[src/rtl/rmii_pkg.sv]
// Shared constants for the RMII receive deframer: FSM state codes, line dibits,
// CRC-32 constants and error codes.
package rmii_pkg;

  typedef logic [2:0] state_t;

  localparam state_t ST_WAIT_IDLE = 3'd0;
  localparam state_t ST_IDLE      = 3'd1;
  localparam state_t ST_PREAMBLE  = 3'd2;
  localparam state_t ST_DATA      = 3'd3;
  localparam state_t ST_DROP      = 3'd4;

  localparam logic [1:0] PRE_DIBIT = 2'b01;
  localparam logic [1:0] SFD_DIBIT = 2'b11;

  localparam logic [31:0] CRC_POLY    = 32'h04C1_1DB7;
  localparam logic [31:0] CRC_RESIDUE = 32'hC704_DD7B;

  localparam logic [1:0] ERR_NONE  = 2'b00;
  localparam logic [1:0] ERR_CRC   = 2'b01;
  localparam logic [1:0] ERR_LEN   = 2'b10;
  localparam logic [1:0] ERR_ALIGN = 2'b11;

  // One serial CRC step, MSB-first register fed with line-order bits.
  function automatic logic [31:0] crc32_bit(input logic [31:0] crc, input logic d);
    crc32_bit = {crc[30:0], 1'b0} ^ ((crc[31] ^ d) ? CRC_POLY : 32'h0);
  endfunction

endpackage

[src/rtl/rmii_rx_deframer_if.sv]
// PHY-side RMII receive pins plus the byte-stream output towards the MAC consumer.
interface rmii_rx_deframer_if;

  logic       CRS_DV;
  logic       RX0;
  logic       RX1;
  logic [7:0] rx_data;
  logic       rx_valid;
  logic       rx_last;
  logic       rx_err;
  logic [1:0] rx_err_code;
  logic       frame_ok;

  modport master (
    input  CRS_DV, RX0, RX1,
    output rx_data, rx_valid, rx_last, rx_err, rx_err_code, frame_ok
  );

  modport slave (
    output CRS_DV, RX0, RX1,
    input  rx_data, rx_valid, rx_last, rx_err, rx_err_code, frame_ok
  );

endinterface

[src/rtl/rmii_crc32_dibit.sv]
// CRC-32 accumulator advancing two bits per clock; dibit[0] is the earlier bit on the wire.
module rmii_crc32_dibit
  import rmii_pkg::*;
(
  input  logic        clk_50MHz,
  input  logic        rst,
  input  logic        init,
  input  logic        en,
  input  logic [1:0]  dibit,
  output logic [31:0] crc
);

  logic [31:0] crc_q;
  logic [31:0] crc_d;

  always_comb begin
    crc_d = crc_q;
    if (init) begin
      crc_d = '1;
    end else if (en) begin
      crc_d = crc32_bit(crc32_bit(crc_q, dibit[0]), dibit[1]);
    end
  end

  always_ff @(posedge clk_50MHz) begin
    if (rst) begin
      crc_q <= '1;
    end else begin
      crc_q <= crc_d;
    end
  end

  assign crc = crc_q;

endmodule

[src/rtl/rmii_rx_deframer.sv]
// RMII receive deframer: preamble/SFD strip, dibit-to-byte assembly, one-byte holdback
// for rx_last tagging. FCS checking is built only with RMII_RX_CRC_CHECK_EN defined.
module rmii_rx_deframer
  import rmii_pkg::*;
#(
  parameter int MIN_FRAME_BYTES = 64,
  parameter int MAX_FRAME_BYTES = 1518,
  parameter int MIN_PREAMBLE    = 4
) (
  input logic                clk_50MHz,
  input logic                rst,
  rmii_rx_deframer_if.master rx_if
);

  localparam int CNT_W = $clog2(MAX_FRAME_BYTES + 2);
  localparam int PRE_W = $clog2(MIN_PREAMBLE + 1);
  localparam logic [CNT_W-1:0] CNT_MIN = CNT_W'(MIN_FRAME_BYTES);
  localparam logic [CNT_W-1:0] CNT_MAX = CNT_W'(MAX_FRAME_BYTES);
  localparam logic [CNT_W-1:0] CNT_SAT = CNT_W'(MAX_FRAME_BYTES + 1);
  localparam logic [PRE_W-1:0] PRE_MIN = PRE_W'(MIN_PREAMBLE);

  logic [1:0]       dibit;
  logic             eof;
  state_t           state_q, state_d;
  logic             crs_low_q, crs_low_d;
  logic [PRE_W-1:0] pre_cnt_q, pre_cnt_d;
  logic [1:0]       dibit_cnt_q, dibit_cnt_d;
  logic [5:0]       shift_q, shift_d;
  logic [7:0]       hold_q, hold_d;
  logic             hold_vld_q, hold_vld_d;
  logic [CNT_W-1:0] byte_cnt_q, byte_cnt_d;
  logic [7:0]       data_q, data_d;
  logic             valid_q, valid_d;
  logic             last_q, last_d;
  logic             err_q, err_d;
  logic [1:0]       code_q, code_d;
  logic             ok_q, ok_d;

  assign dibit = {rx_if.RX1, rx_if.RX0};
  // Second consecutive low clock of CRS_DV; a single low clock is only a carrier toggle.
  assign eof   = !rx_if.CRS_DV && crs_low_q;

`ifdef RMII_RX_CRC_CHECK_EN
  logic [31:0] crc_value;

  rmii_crc32_dibit u_crc (
    .clk_50MHz (clk_50MHz),
    .rst       (rst),
    .init      (state_q == ST_IDLE),
    .en        ((state_q == ST_DATA) && rx_if.CRS_DV),
    .dibit     (dibit),
    .crc       (crc_value)
  );
`endif

  always_comb begin
    state_d     = state_q;
    crs_low_d   = !rx_if.CRS_DV;
    pre_cnt_d   = pre_cnt_q;
    dibit_cnt_d = dibit_cnt_q;
    shift_d     = shift_q;
    hold_d      = hold_q;
    hold_vld_d  = hold_vld_q;
    byte_cnt_d  = byte_cnt_q;
    data_d      = data_q;
    valid_d     = 1'b0;
    last_d      = 1'b0;
    err_d       = 1'b0;
    code_d      = ERR_NONE;
    ok_d        = 1'b0;

    case (state_q)
      ST_WAIT_IDLE: begin
        if (eof) state_d = ST_IDLE;
      end
      ST_IDLE: begin
        dibit_cnt_d = '0;
        byte_cnt_d  = '0;
        hold_vld_d  = 1'b0;
        if (rx_if.CRS_DV && dibit == PRE_DIBIT) begin
          state_d   = ST_PREAMBLE;
          pre_cnt_d = PRE_W'(1);
        end
      end
      ST_PREAMBLE: begin
        if (rx_if.CRS_DV && dibit == PRE_DIBIT) begin
          if (pre_cnt_q != PRE_MIN) pre_cnt_d = pre_cnt_q + PRE_W'(1);
        end else if (rx_if.CRS_DV && dibit == SFD_DIBIT && pre_cnt_q == PRE_MIN) begin
          state_d = ST_DATA;
        end else begin
          state_d = ST_WAIT_IDLE;
        end
      end
      ST_DATA: begin
        if (rx_if.CRS_DV) begin
          shift_d     = {dibit, shift_q[5:2]};
          dibit_cnt_d = dibit_cnt_q + 2'd1;
          if (dibit_cnt_q == 2'd3) begin
            // Release the previously held byte; the new one waits to learn if it is last.
            valid_d    = hold_vld_q;
            data_d     = hold_q;
            hold_d     = {dibit, shift_q};
            hold_vld_d = 1'b1;
            if (byte_cnt_q != CNT_SAT) byte_cnt_d = byte_cnt_q + CNT_W'(1);
            if (byte_cnt_q == CNT_MAX) begin
              last_d  = 1'b1;
              err_d   = 1'b1;
              code_d  = ERR_LEN;
              state_d = ST_DROP;
            end
          end
        end else if (eof) begin
          state_d = ST_IDLE;
          if (hold_vld_q) begin
            valid_d = 1'b1;
            last_d  = 1'b1;
            data_d  = hold_q;
            if (dibit_cnt_q != 2'd0) begin
              code_d = ERR_ALIGN;
            end else if (byte_cnt_q < CNT_MIN) begin
              code_d = ERR_LEN;
`ifdef RMII_RX_CRC_CHECK_EN
            end else if (crc_value != CRC_RESIDUE) begin
              code_d = ERR_CRC;
`endif
            end
            err_d = (code_d != ERR_NONE);
            ok_d  = (code_d == ERR_NONE);
          end
        end
      end
      ST_DROP: begin
        if (eof) state_d = ST_WAIT_IDLE;
      end
      default: state_d = ST_WAIT_IDLE;
    endcase
  end

  always_ff @(posedge clk_50MHz) begin
    if (rst) begin
      state_q     <= ST_WAIT_IDLE;
      crs_low_q   <= 1'b0;
      pre_cnt_q   <= '0;
      dibit_cnt_q <= '0;
      shift_q     <= '0;
      hold_q      <= '0;
      hold_vld_q  <= 1'b0;
      byte_cnt_q  <= '0;
      data_q      <= '0;
      valid_q     <= 1'b0;
      last_q      <= 1'b0;
      err_q       <= 1'b0;
      code_q      <= ERR_NONE;
      ok_q        <= 1'b0;
    end else begin
      state_q     <= state_d;
      crs_low_q   <= crs_low_d;
      pre_cnt_q   <= pre_cnt_d;
      dibit_cnt_q <= dibit_cnt_d;
      shift_q     <= shift_d;
      hold_q      <= hold_d;
      hold_vld_q  <= hold_vld_d;
      byte_cnt_q  <= byte_cnt_d;
      data_q      <= data_d;
      valid_q     <= valid_d;
      last_q      <= last_d;
      err_q       <= err_d;
      code_q      <= code_d;
      ok_q        <= ok_d;
    end
  end

  assign rx_if.rx_data     = data_q;
  assign rx_if.rx_valid    = valid_q;
  assign rx_if.rx_last     = last_q;
  assign rx_if.rx_err      = err_q;
  assign rx_if.rx_err_code = code_q;
  assign rx_if.frame_ok    = ok_q;

endmodule

[src/flat_wrapper.sv]
// flat-port wrapper written by rule: the top's interface ports become plain ports
module rmii_rx_deframer_flat import rmii_pkg::*;
#(
  parameter int MIN_FRAME_BYTES = 64,
  parameter int MAX_FRAME_BYTES = 1518,
  parameter int MIN_PREAMBLE    = 4
)
  (clk_50MHz, rst, rx_if_CRS_DV, rx_if_RX0, rx_if_RX1, rx_if_rx_data, rx_if_rx_valid, rx_if_rx_last, rx_if_rx_err, rx_if_rx_err_code, rx_if_frame_ok);
  rmii_rx_deframer_if rx_if_i ();
  input logic clk_50MHz;
  input logic rst;
  input wire logic [$bits(rx_if_i.CRS_DV)-1:0] rx_if_CRS_DV;
  input wire logic [$bits(rx_if_i.RX0)-1:0] rx_if_RX0;
  input wire logic [$bits(rx_if_i.RX1)-1:0] rx_if_RX1;
  output wire logic [$bits(rx_if_i.rx_data)-1:0] rx_if_rx_data;
  output wire logic [$bits(rx_if_i.rx_valid)-1:0] rx_if_rx_valid;
  output wire logic [$bits(rx_if_i.rx_last)-1:0] rx_if_rx_last;
  output wire logic [$bits(rx_if_i.rx_err)-1:0] rx_if_rx_err;
  output wire logic [$bits(rx_if_i.rx_err_code)-1:0] rx_if_rx_err_code;
  output wire logic [$bits(rx_if_i.frame_ok)-1:0] rx_if_frame_ok;
  assign rx_if_i.CRS_DV = rx_if_CRS_DV;
  assign rx_if_i.RX0 = rx_if_RX0;
  assign rx_if_i.RX1 = rx_if_RX1;
  assign rx_if_rx_data = rx_if_i.rx_data;
  assign rx_if_rx_valid = rx_if_i.rx_valid;
  assign rx_if_rx_last = rx_if_i.rx_last;
  assign rx_if_rx_err = rx_if_i.rx_err;
  assign rx_if_rx_err_code = rx_if_i.rx_err_code;
  assign rx_if_frame_ok = rx_if_i.frame_ok;
  rmii_rx_deframer #(.MIN_FRAME_BYTES(MIN_FRAME_BYTES), .MAX_FRAME_BYTES(MAX_FRAME_BYTES), .MIN_PREAMBLE(MIN_PREAMBLE)) u_core (.clk_50MHz(clk_50MHz), .rst(rst), .rx_if(rx_if_i));
endmodule
[config.mk]
export PLATFORM = sky130hd
export DESIGN_NAME = rmii_rx_deframer_flat
export DESIGN_NICKNAME = d
export VERILOG_FILES = /design/src/rtl/rmii_pkg.sv /design/src/rtl/rmii_rx_deframer_if.sv /design/src/rtl/rmii_crc32_dibit.sv /design/src/rtl/rmii_rx_deframer.sv /design/src/flat_wrapper.sv
export SDC_FILE = /design/constraint.sdc
export NUM_CORES = 1
export LEC_CHECK = 0
export CORE_AREA = 2 2 66 68
export DETAILED_ROUTE_END_ITERATION = 8
export DIE_AREA = 0 0 68 70
export PLACE_DENSITY_LB_ADDON = 0.1
export REMOVE_ABC_BUFFERS = 1
export SETUP_SLACK_MARGIN = 0.5
export SYNTH_ARGS = -nofsm -noshare
export SYNTH_HDL_FRONTEND = slang
export SYNTH_SLANG_ARGS = --single-unit
[constraint.sdc]
create_clock -name clk_50MHz -period 2.2 [get_ports clk_50MHz]
set_input_delay 0.55 -clock clk_50MHz [delete_from_list [all_inputs] [get_ports clk_50MHz]]
set_output_delay 0.55 -clock clk_50MHz [all_outputs]
set_load 0.02 [all_outputs]
* After elaboration in Yosys (flattened, before gate mapping)
Index checks and enable logic that the tools add are counted.
Storage, ports and cells: bits in registers 49, bits of input ports 5, output and inout port bits 14
Operators by class: $add $sub $neg 3, order comparisons 1, equal/unequal tests 22, mux-type cells 47, bitwise gates (word level) 3, reduce and logical (&&, ||, !) cells 23
Operators with widths (number):
- $mux 11 | 3
- $mux 8 | 4
- $mux 3 | 10
- $mux 2 | 13
- $pmux 11 s2 | 1
- $pmux 3 s5 | 1
- $ne 2x1->1 const B | 7
- $mux 1 | 12
- $reduce_and 4->1 | 3
- $reduce_bool 2->1 | 6
- $add 11x1->11 const B | 1
- $eq 11x11->1 const B | 1
- $lt 11x7->1 const B | 1
- $ne 11x11->1 const B | 1
- $eq 3x2->1 const B | 2
- $eq 3x3->1 const B | 2
- $ne 3x2->1 const B | 2
- $pmux 3 s2 | 1
- $reduce_and 3->1 | 2
- $reduce_and 5->1 | 1
- $reduce_or 5->1 | 1
- $eq 2x2->1 const B | 2
- $logic_and 1x1->1 | 4
- $ne 2x2->1 const B | 2
- other kinds (13) | 16

* Depth between registers and ports, before layout
Gate-level depths: netlist of run 1.
word-level depth 11, mapped depth 7

* Worst setup path before layout of run 1
No wires, ideal clock.
kind register -> register, start point register u_core.byte_cnt_q[1], end point register u_core.byte_cnt_q[7], library setup time 0.070 ns, arrival time 1.604 ns, required time 2.130 ns, setup slack 0.526 ns, cell stages (with the launch flop) 8, path buffers 2, period minus slack after synthesis 1.674 ns, path through dfxtp_1 ha_1 clkbuf_2 nand4_1 o311ai_2 buf_4 o21ai_0 a21oi_1
On the way: longest elaborated chain between the ends 5
RTL lines:
- from (decl) | RTL line rmii_rx_deframer.sv:31 | logic [CNT_W-1:0] byte_cnt_q, byte_cnt_d;
- from (signal assigned) | RTL line rmii_rx_deframer.sv:163 | byte_cnt_q <= byte_cnt_d;
- $add 11x1->11 | RTL line rmii_rx_deframer.sv:104 | if (byte_cnt_q != CNT_SAT) byte_cnt_d = byte_cnt_q + CNT_W'(1);
- $mux 11 | RTL line rmii_rx_deframer.sv:104
- $mux 11 | RTL line rmii_rx_deframer.sv:98 | if (dibit_cnt_q == 2'd3) begin
- $mux 11 | RTL line rmii_rx_deframer.sv:95 | if (rx_if.CRS_DV) begin
- $pmux 11 s2 | RTL line rmii_rx_deframer.sv:72 | case (state_q)
Several ways; a longest one is shown, not always the timed one. The select of a mux whose other input is x is not followed. A chain may end at the register's enable or synchronous reset.

* Final worst setup path of run 1
start point register u_core.state_q[1], end point register u_core.pre_cnt_q[2]
On the way: longest elaborated chain between the ends 3
RTL lines:
- from (decl) | RTL line rmii_rx_deframer.sv:24 | state_t state_q, state_d;
- from (signal assigned) | RTL line rmii_rx_deframer.sv:156 | state_q <= state_d;
- $eq 3x2->1 / $eq 3x1->1 (equally long branches) | RTL line rmii_rx_deframer.sv:72
- $ne 2x1->1 (no source line) / $reduce_bool 2->1 (equally long branches)
- $reduce_and 4->1 (no source line)
- to (signal assigned) | RTL line rmii_rx_deframer.sv:158 | pre_cnt_q <= pre_cnt_d;
- to (decl) | RTL line rmii_rx_deframer.sv:26 | logic [PRE_W-1:0] pre_cnt_q, pre_cnt_d;
Several ways; a longest one is shown, not always the timed one.

==> summary.txt, run 1 <==
Floorplanning
  – Die area: 0.00476 mm^2
  – # IOs: 19
  – Chip Height: ~70 um
  – DIE WIDTH: approximately 68 um
  – Core footprint: approximately 0.0041 mm^2
  – Cell Rows: 24
  – Initial Utilization: 54.0%

Layout
  – Final #Nets: approximately 310
  – Final std cells w/o fill: 348
  – Fin util: roughly 66%
  – Layout area overhead: 22.4%
  – Antenna Cells: 0
  – Post-route design area: ~0.0027 mm^2
  – Layout cells sized above 1: 18.6%

STA
  – Final setup viols: 0
  – Achievable Freq: roughly 0.61 GHz
  – Fin. Hold Viols: 0
  – Slew HR: 75.2%
  – Max Slew Vio Count: 0
  – Crit share post-route: between 70% and 80%
  – Least-Margin Pin Slew: between 0.3 and 0.4 ns
  – Hold WS: between 0.4 and 0.5 ns
  – Crit path time final: roughly 1.6 ns
  – Clock skew: 0.00602 ns
  – RSZ-0062 raised after global routing: true

Placement
  – I/O Buffers: 18
  – Placed cell area: approximately 0.0026 mm^2
  – Placed cells: between 300 and 400
  – Hpwl dp: 3410 um
  – Gpl congestion: between 0.8 and 0.9

Yosys
  – Synthesized area: around 0.0022 mm^2
  – Mapped Cells: roughly 260
  – Top post-synthesis cells by area: dfxtp_1 43%, nand2_1 8.2%, a21oi_1 6.3%, mux2i_1 4.5%, ha_1 3.4%
  – Synth area leader: dfxtp_1
  – Post-synth ARST share: 0%
  – Seq cells post-synth: 48
  – Seq/Total Area, Yosys: about 43%
  – Number of flops mapped to enable cells by yosys: 0
  – Synth Warn #: 0
  – Ys flop type: dfxtp_1
  – Synth unique cells: between 40 and 50
  – Syn avg cell area: about 8.5 um^2
  – Yosys top cell area share: 42.9%

Drt
  – Final WL: 4860 um
  – Routed metal-1 wirelength: 2430 um
  – Met2 WL: roughly 2200 um
  – Antenna violation net count after detailed routing: 0
  – DR WL met3: between 150 and 200 um
  – Pre-Repair DR Iteration Count: 4
  – WL per Instance: around 14 um
  – First DRT Iteration DRCs: 128
  – Via count: 1957
  – Number of remaining DRC errors: 0
  – Top layer in use: met4
  – Vias per inst: 5.62

Global route
  – Vias in the first global route: between 1.5k and 2k
  – First-pass GRT wire length: between 8000 and 9000 um
  – Total gr overflow: 0
  – GR Util All Layers: between 20% and 30%
  – Largest net degree at the start of global routing: 21
  – Number of antenna violations at the first check in global routing: 0

Clock network
  – Clk Tree Root Cell: clkbuf_8
  – Htree depth: 2
  – Worst-case clock buffer depth: 2
  – Cts hold-fix bufs: 0
  – Worst-path clk slew: roughly 0.090 ns
  – CTS tree: done
  – Clock sink count: 48
  – Clk_lat worst skew: 0.31 ns
  – CTS Buf Count: 5

Run status
  – Status: finished clean

Worst setup path
  – Critical Path RT: between 2 and 2.5 ns
  – Reg-to-reg critical path startpoint: u_core.state_q[1]$_SDFFE_PP0P_
  – Top cell by count, worst path: a21oi_1
  – Critical path data arrival time: about 1.9 ns
  – Crit. Startpoint: u_core.state_q[1]$_SDFFE_PP0P_
  – Worst Path Max Fanout: 14
  – Critical path class: reg -> reg
  – Crit-path cells: nor3b_2 > a21oi_1 > or4_1 > a21oi_1
  – Slowest stage cell, crit path: dfxtp_2
  – Largest stage delay, worst path: 0.49 ns
  – CP Capture Type: flip-flop
  – Worst setup SP type: flip-flop

Pwr
  – Leakage Power: between 1 and 1.5 nW
  – VDD IR-drop max: around 350 uV
  – PwrDens: between 500 and 600 mW/mm^2

Hold path
  – Hold Path Origin: u_core.hold_q[5]$_SDFFE_PP0P_
  – Worst hold path class: reg -> reg

Run
  – Max Cap Violations: 0
-- kinds of logic (layout without fill, tap and decap cells) --
kind of cell | after synthesis | in the layout | share of synthesized area [%]
AOI/OAI and AO/OA | 63 | 63 | 18.4
DFF | 48 | 48 | 42.9
and+or+nand+nor | 112 | 112 | 25.5
adders and majority gates | 6 | 6 | 3.35
muxes | 10 | 10 | 4.47
buffers and inverters | 24 | 57 | 5.31
-- cells in the mapped netlist (all sizes together), types with 2 or more instances --
cell type  instances
mux2i             10
and3               2
nand2b             3
and3b              2
clkbuf             9
nor3b              3
a21oi             29
or3                4
nand3              7
a211oi             2
o21ai              9
o31ai              4
inv                7
nand4              6
nor3               5
o211ai             3
or4                5
buf                8
nand3b             3
ha                 6
a41oi              4
a31oi              2
nand2             50
dfxtp             48
nor2              18
-- final timing paths --
kind                                                          to  depth (start not counted)  slack (ns)
worst max-delay path            u_core.pre_cnt_q[2]$_SDFFE_PP0P_                          4        0.56
worst min register to register     u_core.hold_q[5]$_SDFFE_PP0P_                          2        0.46
worst max register to register  u_core.pre_cnt_q[2]$_SDFFE_PP0P_                          4        0.56
worst min-delay path               u_core.hold_q[5]$_SDFFE_PP0P_                          2        0.46
-- per-stage QoR --
step	setup WS (ns)	total power, W	setup TNS [ns]
final	0.562	0.00150	0
after global routing	0.472	0.00154	0
after CTS	0.450	0.00150	0
after detailed placement	-0.0544	0.000956	-0.239
after global placement	-0.0268	0.000957	-0.0436
after floorplan	0.260	0.000914	0
-- worst max-delay path: cells and delay by family (launching register included) --
kind,cells,cell delay [ns]
flip-flops,1,0.49
AO/OA/AOI/OAI,2,0.31
AND/OR/NAND/NOR,2,0.77
-- flip-flops by register name, summed over array words and instances, names as in the netlist, 2 cells and up --
| register | flops |
|---|---|
| u_core.pre_cnt_q | 3 |
| u_core.byte_cnt_q | 11 |
| u_core.hold_q | 8 |
| u_core.state_q | 3 |
| u_core.rx_if.rx_err_code | 2 |
| u_core.dibit_cnt_q | 2 |
| u_core.rx_if.rx_data | 8 |
| u_core.shift_q | 6 |
-- layout by cell type, fill, tap and decap left out, types with 3 or more instances in the layout --
cell type      count
a21oi_1           28
a41oi_1            4
buf_4             23
clkbuf_8           6
dfxtp_1           42
dfxtp_2            5
dlygate4sd2_1     14
ha_1               4
inv_1              6
mux2i_1           10
nand2_1           49
nand2b_1           3
nand3_1            6
nand4_1            6
nor2_1            18
nor3_1             4
o211ai_1           3
o21ai_0            9
o31ai_1            4
or3_1              4
or4_1              5
-- layer usage --
layer  up-vias  track usage [%]
met2        33             33.1
met5         -                0
li1       1001                -
met4         0             7.56
met1       917             31.3
met3         6             5.64
-- cell type report --
class,count,area [um^2]
Fill cell,364,1400
Multi-Input combinational cell,191,1220
Sequential cell,48,971
Timing Repair Buffer,43,367
Clock buffer,6,82.6
Tap cell,52,65.1
Inverter,7,30.0
Clock inverter,1,8.76
-- power breakdown --
| group | total [W] | leakage [nW] | switching (W) | internal [W] |
|---|---|---|---|---|
| Combinational | 0.0000657 | 0.573 | 0.0000370 | 0.0000287 |
| Clock | 0.000557 | 0.0473 | 0.000306 | 0.000251 |
| Sequential | 0.000873 | 0.390 | 0.00000403 | 0.000869 |
| Total | 0.00150 | 1.01 | 0.000347 | 0.00115 |
-- repair_timing --
action / CTS / global route
setup buffers: 1 / 3
pin swaps: 2 / 2
gates resized for setup: 21 / 16
setup endpoints to repair: 48 / 16
No activity file was read; power rests on OpenSTA's default activity.
==> run 2: changes to the inputs <==
--- a/config.mk
+++ b/config.mk
@@ -5,9 +5,9 @@
 export SDC_FILE = /design/constraint.sdc
 export NUM_CORES = 1
 export LEC_CHECK = 0
-export CORE_AREA = 2 2 66 68
+export CORE_AREA = 2 2 70 72
 export DETAILED_ROUTE_END_ITERATION = 8
-export DIE_AREA = 0 0 68 70
+export DIE_AREA = 0 0 72 74
 export PLACE_DENSITY_LB_ADDON = 0.1
 export REMOVE_ABC_BUFFERS = 1
 export SETUP_SLACK_MARGIN = 0.5
==> constraint.sdc (replaced) <==
create_clock -name clk_50MHz -period 1.3 [get_ports clk_50MHz]
set_input_delay 0.325 -clock clk_50MHz [delete_from_list [all_inputs] [get_ports clk_50MHz]]
set_output_delay 0.325 -clock clk_50MHz [all_outputs]
set_load 0.02 [all_outputs]
==> run 2 against run 1 <==
  * The flow now finishes with violations (negative setup slack)
  * Clock skew is 0.00057 ns higher
  * Cell count increased by 20%
  * Clock power is 73% higher
  * Die area rose by 12%
  * Cell area increased by 40%
  * Register-to-register slack worse by 0.91 ns
  * Routed wire length increased by 75%
  * Critical path type unchanged
  * Largest cell class unchanged
==> summary.txt, run 2 (synthesized netlist as in run 1, its figures left out) <==
Drt
  – Antenna violation net count after detailed routing: 0
  – First DRT Iteration DRCs: 148
  – Via count: roughly 2.5k
  – Vias per inst: ~6
  – Final WL: approximately 8500 um
  – WL per Instance: 20.3 um
  – Number of remaining DRC errors: 0
  – Pre-Repair DR Iteration Count: 5

Placement
  – Placed cell area: 0.00291 mm^2
  – Gpl congestion: 0.835
  – Setup WS pre-CTS: -0.653 ns
  – Placed cells: roughly 380
  – I/O Buffers: 18
  – Hpwl dp: ~3900 um

Pwr
  – Power Total: between 0.002 and 0.003 W
  – Leakage Power: between 1.5 and 2 nW
  – PwrDens: 688 mW/mm^2
  – VDD IR-drop max: ~740 uV

Worst setup path
  – Largest stage delay, worst path: 0.39 ns
  – Critical path class: reg -> reg
  – Critical R2R Capture: u_core.byte_cnt_q[5]$_SDFFE_PP0P_
  – CP Capture Type: flip-flop
  – Slowest stage cell, crit path: o311ai_4
  – Critical Path RT: ~1.5 ns
  – Worst path depth: 6
  – Worst setup SP type: flip-flop
  – Reg-to-reg critical path startpoint: u_core.byte_cnt_q[1]$_SDFFE_PP0P_
  – Critical path data arrival time: about 1.9 ns
  – Buffers and inverters on the worst path: 1
  – FF-to-FF setup slack: -0.35 ns
  – Crit-path cells: ha_4 > nand4_1 > o311ai_4 > buf_6 > nor3_2 > o221a_2
  – Worst-case reg-to-reg path depth: 6
  – Largest delay share family, worst path: compound AO/OA/AOI/OAI gates
  – Worst Path Max Fanout: 5

Clock network
  – Worst-path clk slew: around 0.090 ns
  – Worst-case clock buffer depth: 2
  – Htree depth: 2
  – CTS tree: done
  – Clk Tree Root Cell: clkbuf_8
  – CTS Buf Count: 5
  – Clk_lat worst skew: 0.31 ns
  – Clock sink count: 48

STA
  – RSZ-0062 raised after global routing: true
  – Final setup viols: 45
  – Max Slew Vio Count: 0
  – Slew HR: 74.6%
  – Crit path time final: ~1.7 ns
  – Clock skew: ~0.0066 ns
  – Achievable Freq: roughly 0.61 GHz
  – Hold WS: around 0.48 ns
  – Least-Margin Pin Slew: between 0.3 and 0.4 ns
  – Fin. Hold Viols: 0
  – Crit share post-route: 127%
  – Worst setup margin: -0.352 ns

Layout
  – Final std cells w/o fill: between 400 and 500
  – Layout cells sized above 1: approximately 64%
  – Max FFs per register: 11
  – Commonest non-fill, non-tap cell in the layout: buf_4
  – Antenna Cells: 0
  – Most frequent cells in the layout: 57 x buf_4, 46 x buf_6, 30 x nand2_1
  – Post-route design area: between 0.003 and 0.004 mm^2
  – Layout area overhead: 70.9%
  – Top reg by flops: u_core.byte_cnt_q
  – Final #Nets: roughly 380

Floorplanning
  – Cell Rows: 25
  – Initial Utilization: 48.7%
  – Core footprint: between 0.004 and 0.005 mm^2
  – Chip Height: approximately 74 um
  – DIE WIDTH: between 70 and 80 um
  – # IOs: 19
  – Die area: 0.00533 mm^2

Run status
  – Status: complete, but fails checks
  – Failing checks: negative setup slack

Hold path
  – Hold Path Origin: rst
  – Worst hold path class: in -> reg
  – Hold EP: u_core.rx_if.rx_data[7]$_SDFFE_PP0P_
  – Hold Crit Depth: 3

Global route
  – First-pass GRT wire length: 10700 um
  – Vias in the first global route: 2223
  – M3 GR Usage: between 4 and 5%
  – Total gr overflow: 0
  – M1 GR Usage: 31.9%
  – GR Util All Layers: 26.1%
  – Number of antenna violations at the first check in global routing: 0
  – Met2 GRT Util: between 40% and 50%
  – Largest net degree at the start of global routing: 21
  – GR peak layer: met2

Run
  – Max Cap Violations: 0
==> run 2: worst register-to-register path, stage by stage (launching register included) <==
cell and delay [ns]:
dfxtp_2 0.37, ha_4 0.14, nand4_1 0.14, o311ai_4 0.39, buf_6 0.19, nor3_2 0.05, o221a_2 0.27
==> run 2: through the flow <==
step	utilization, %	setup TNS, ns
4_1_cts	74.6	-4.08
3_3_place_gp	63.2	-21.87
6_report	83.2	-6.89
5_1_grt	83.2	-9.20
2_1_floorplan	-	-8.54
3_5_place_dp	63.2	-22.15
==> run 2: per-layer routing <==
layer	up-vias	part of all wire (%)
met3	44	5.7
met5	-	0
met2	130	50
li1	1151	-
met4	0	4.3
met1	1222	40
==> run 2: repair_timing <==
action | in CTS | in global routing
pin swaps | 32 | 37
setup endpoints to repair | 62 | 62
hold endpoints to repair | 0 | 0
gates resized for setup | 180 | 87
hold buffers | 0 | 0
cloned | 1 | 1
buffers inserted | 15 | 11
==> run 2: power by group <==
part	internal (W)	switching, W	total (W)	leakage [nW]
sequential	0.00146	0.00000622	0.00147	0.402
combinational	0.0000921	0.000108	0.000201	1.08
clock	0.000436	0.000527	0.000963	0.0516
total	0.00199	0.000641	0.00263	1.54
==> run 2: how the worst max path moves through the flow <==
stage,slack (ns),to,startpoint
2_1_floorplan,-0.64,u_core.byte_cnt_q[5]$_SDFFE_PP0P_,u_core.byte_cnt_q[0]$_SDFFE_PP0P_
3_3_place_gp,-0.63,u_core.byte_cnt_q[6]$_SDFFE_PP0P_,rx_if_CRS_DV
3_5_place_dp,-0.65,u_core.state_q[0]$_SDFFE_PP0P_,rx_if_CRS_DV
4_1_cts,-0.29,u_core.byte_cnt_q[5]$_SDFFE_PP0P_,u_core.byte_cnt_q[1]$_SDFFE_PP0P_
5_1_grt,-0.43,u_core.state_q[1]$_SDFFE_PP0P_,u_core.byte_cnt_q[0]$_SDFFE_PP0P_
6_report,-0.35,u_core.byte_cnt_q[5]$_SDFFE_PP0P_,u_core.byte_cnt_q[1]$_SDFFE_PP0P_
==> run 2: area by class of cell <==
type | count | area, um^2
Multi-Input combinational cell | 191 | 1580
Inverter | 7 | 28.8
Tap cell | 54 | 67.6
Timing Repair Buffer | 111 | 1050
Fill cell | 243 | 772
Clock buffer | 6 | 82.6
Clock inverter | 2 | 13.8
Sequential cell | 48 | 1000
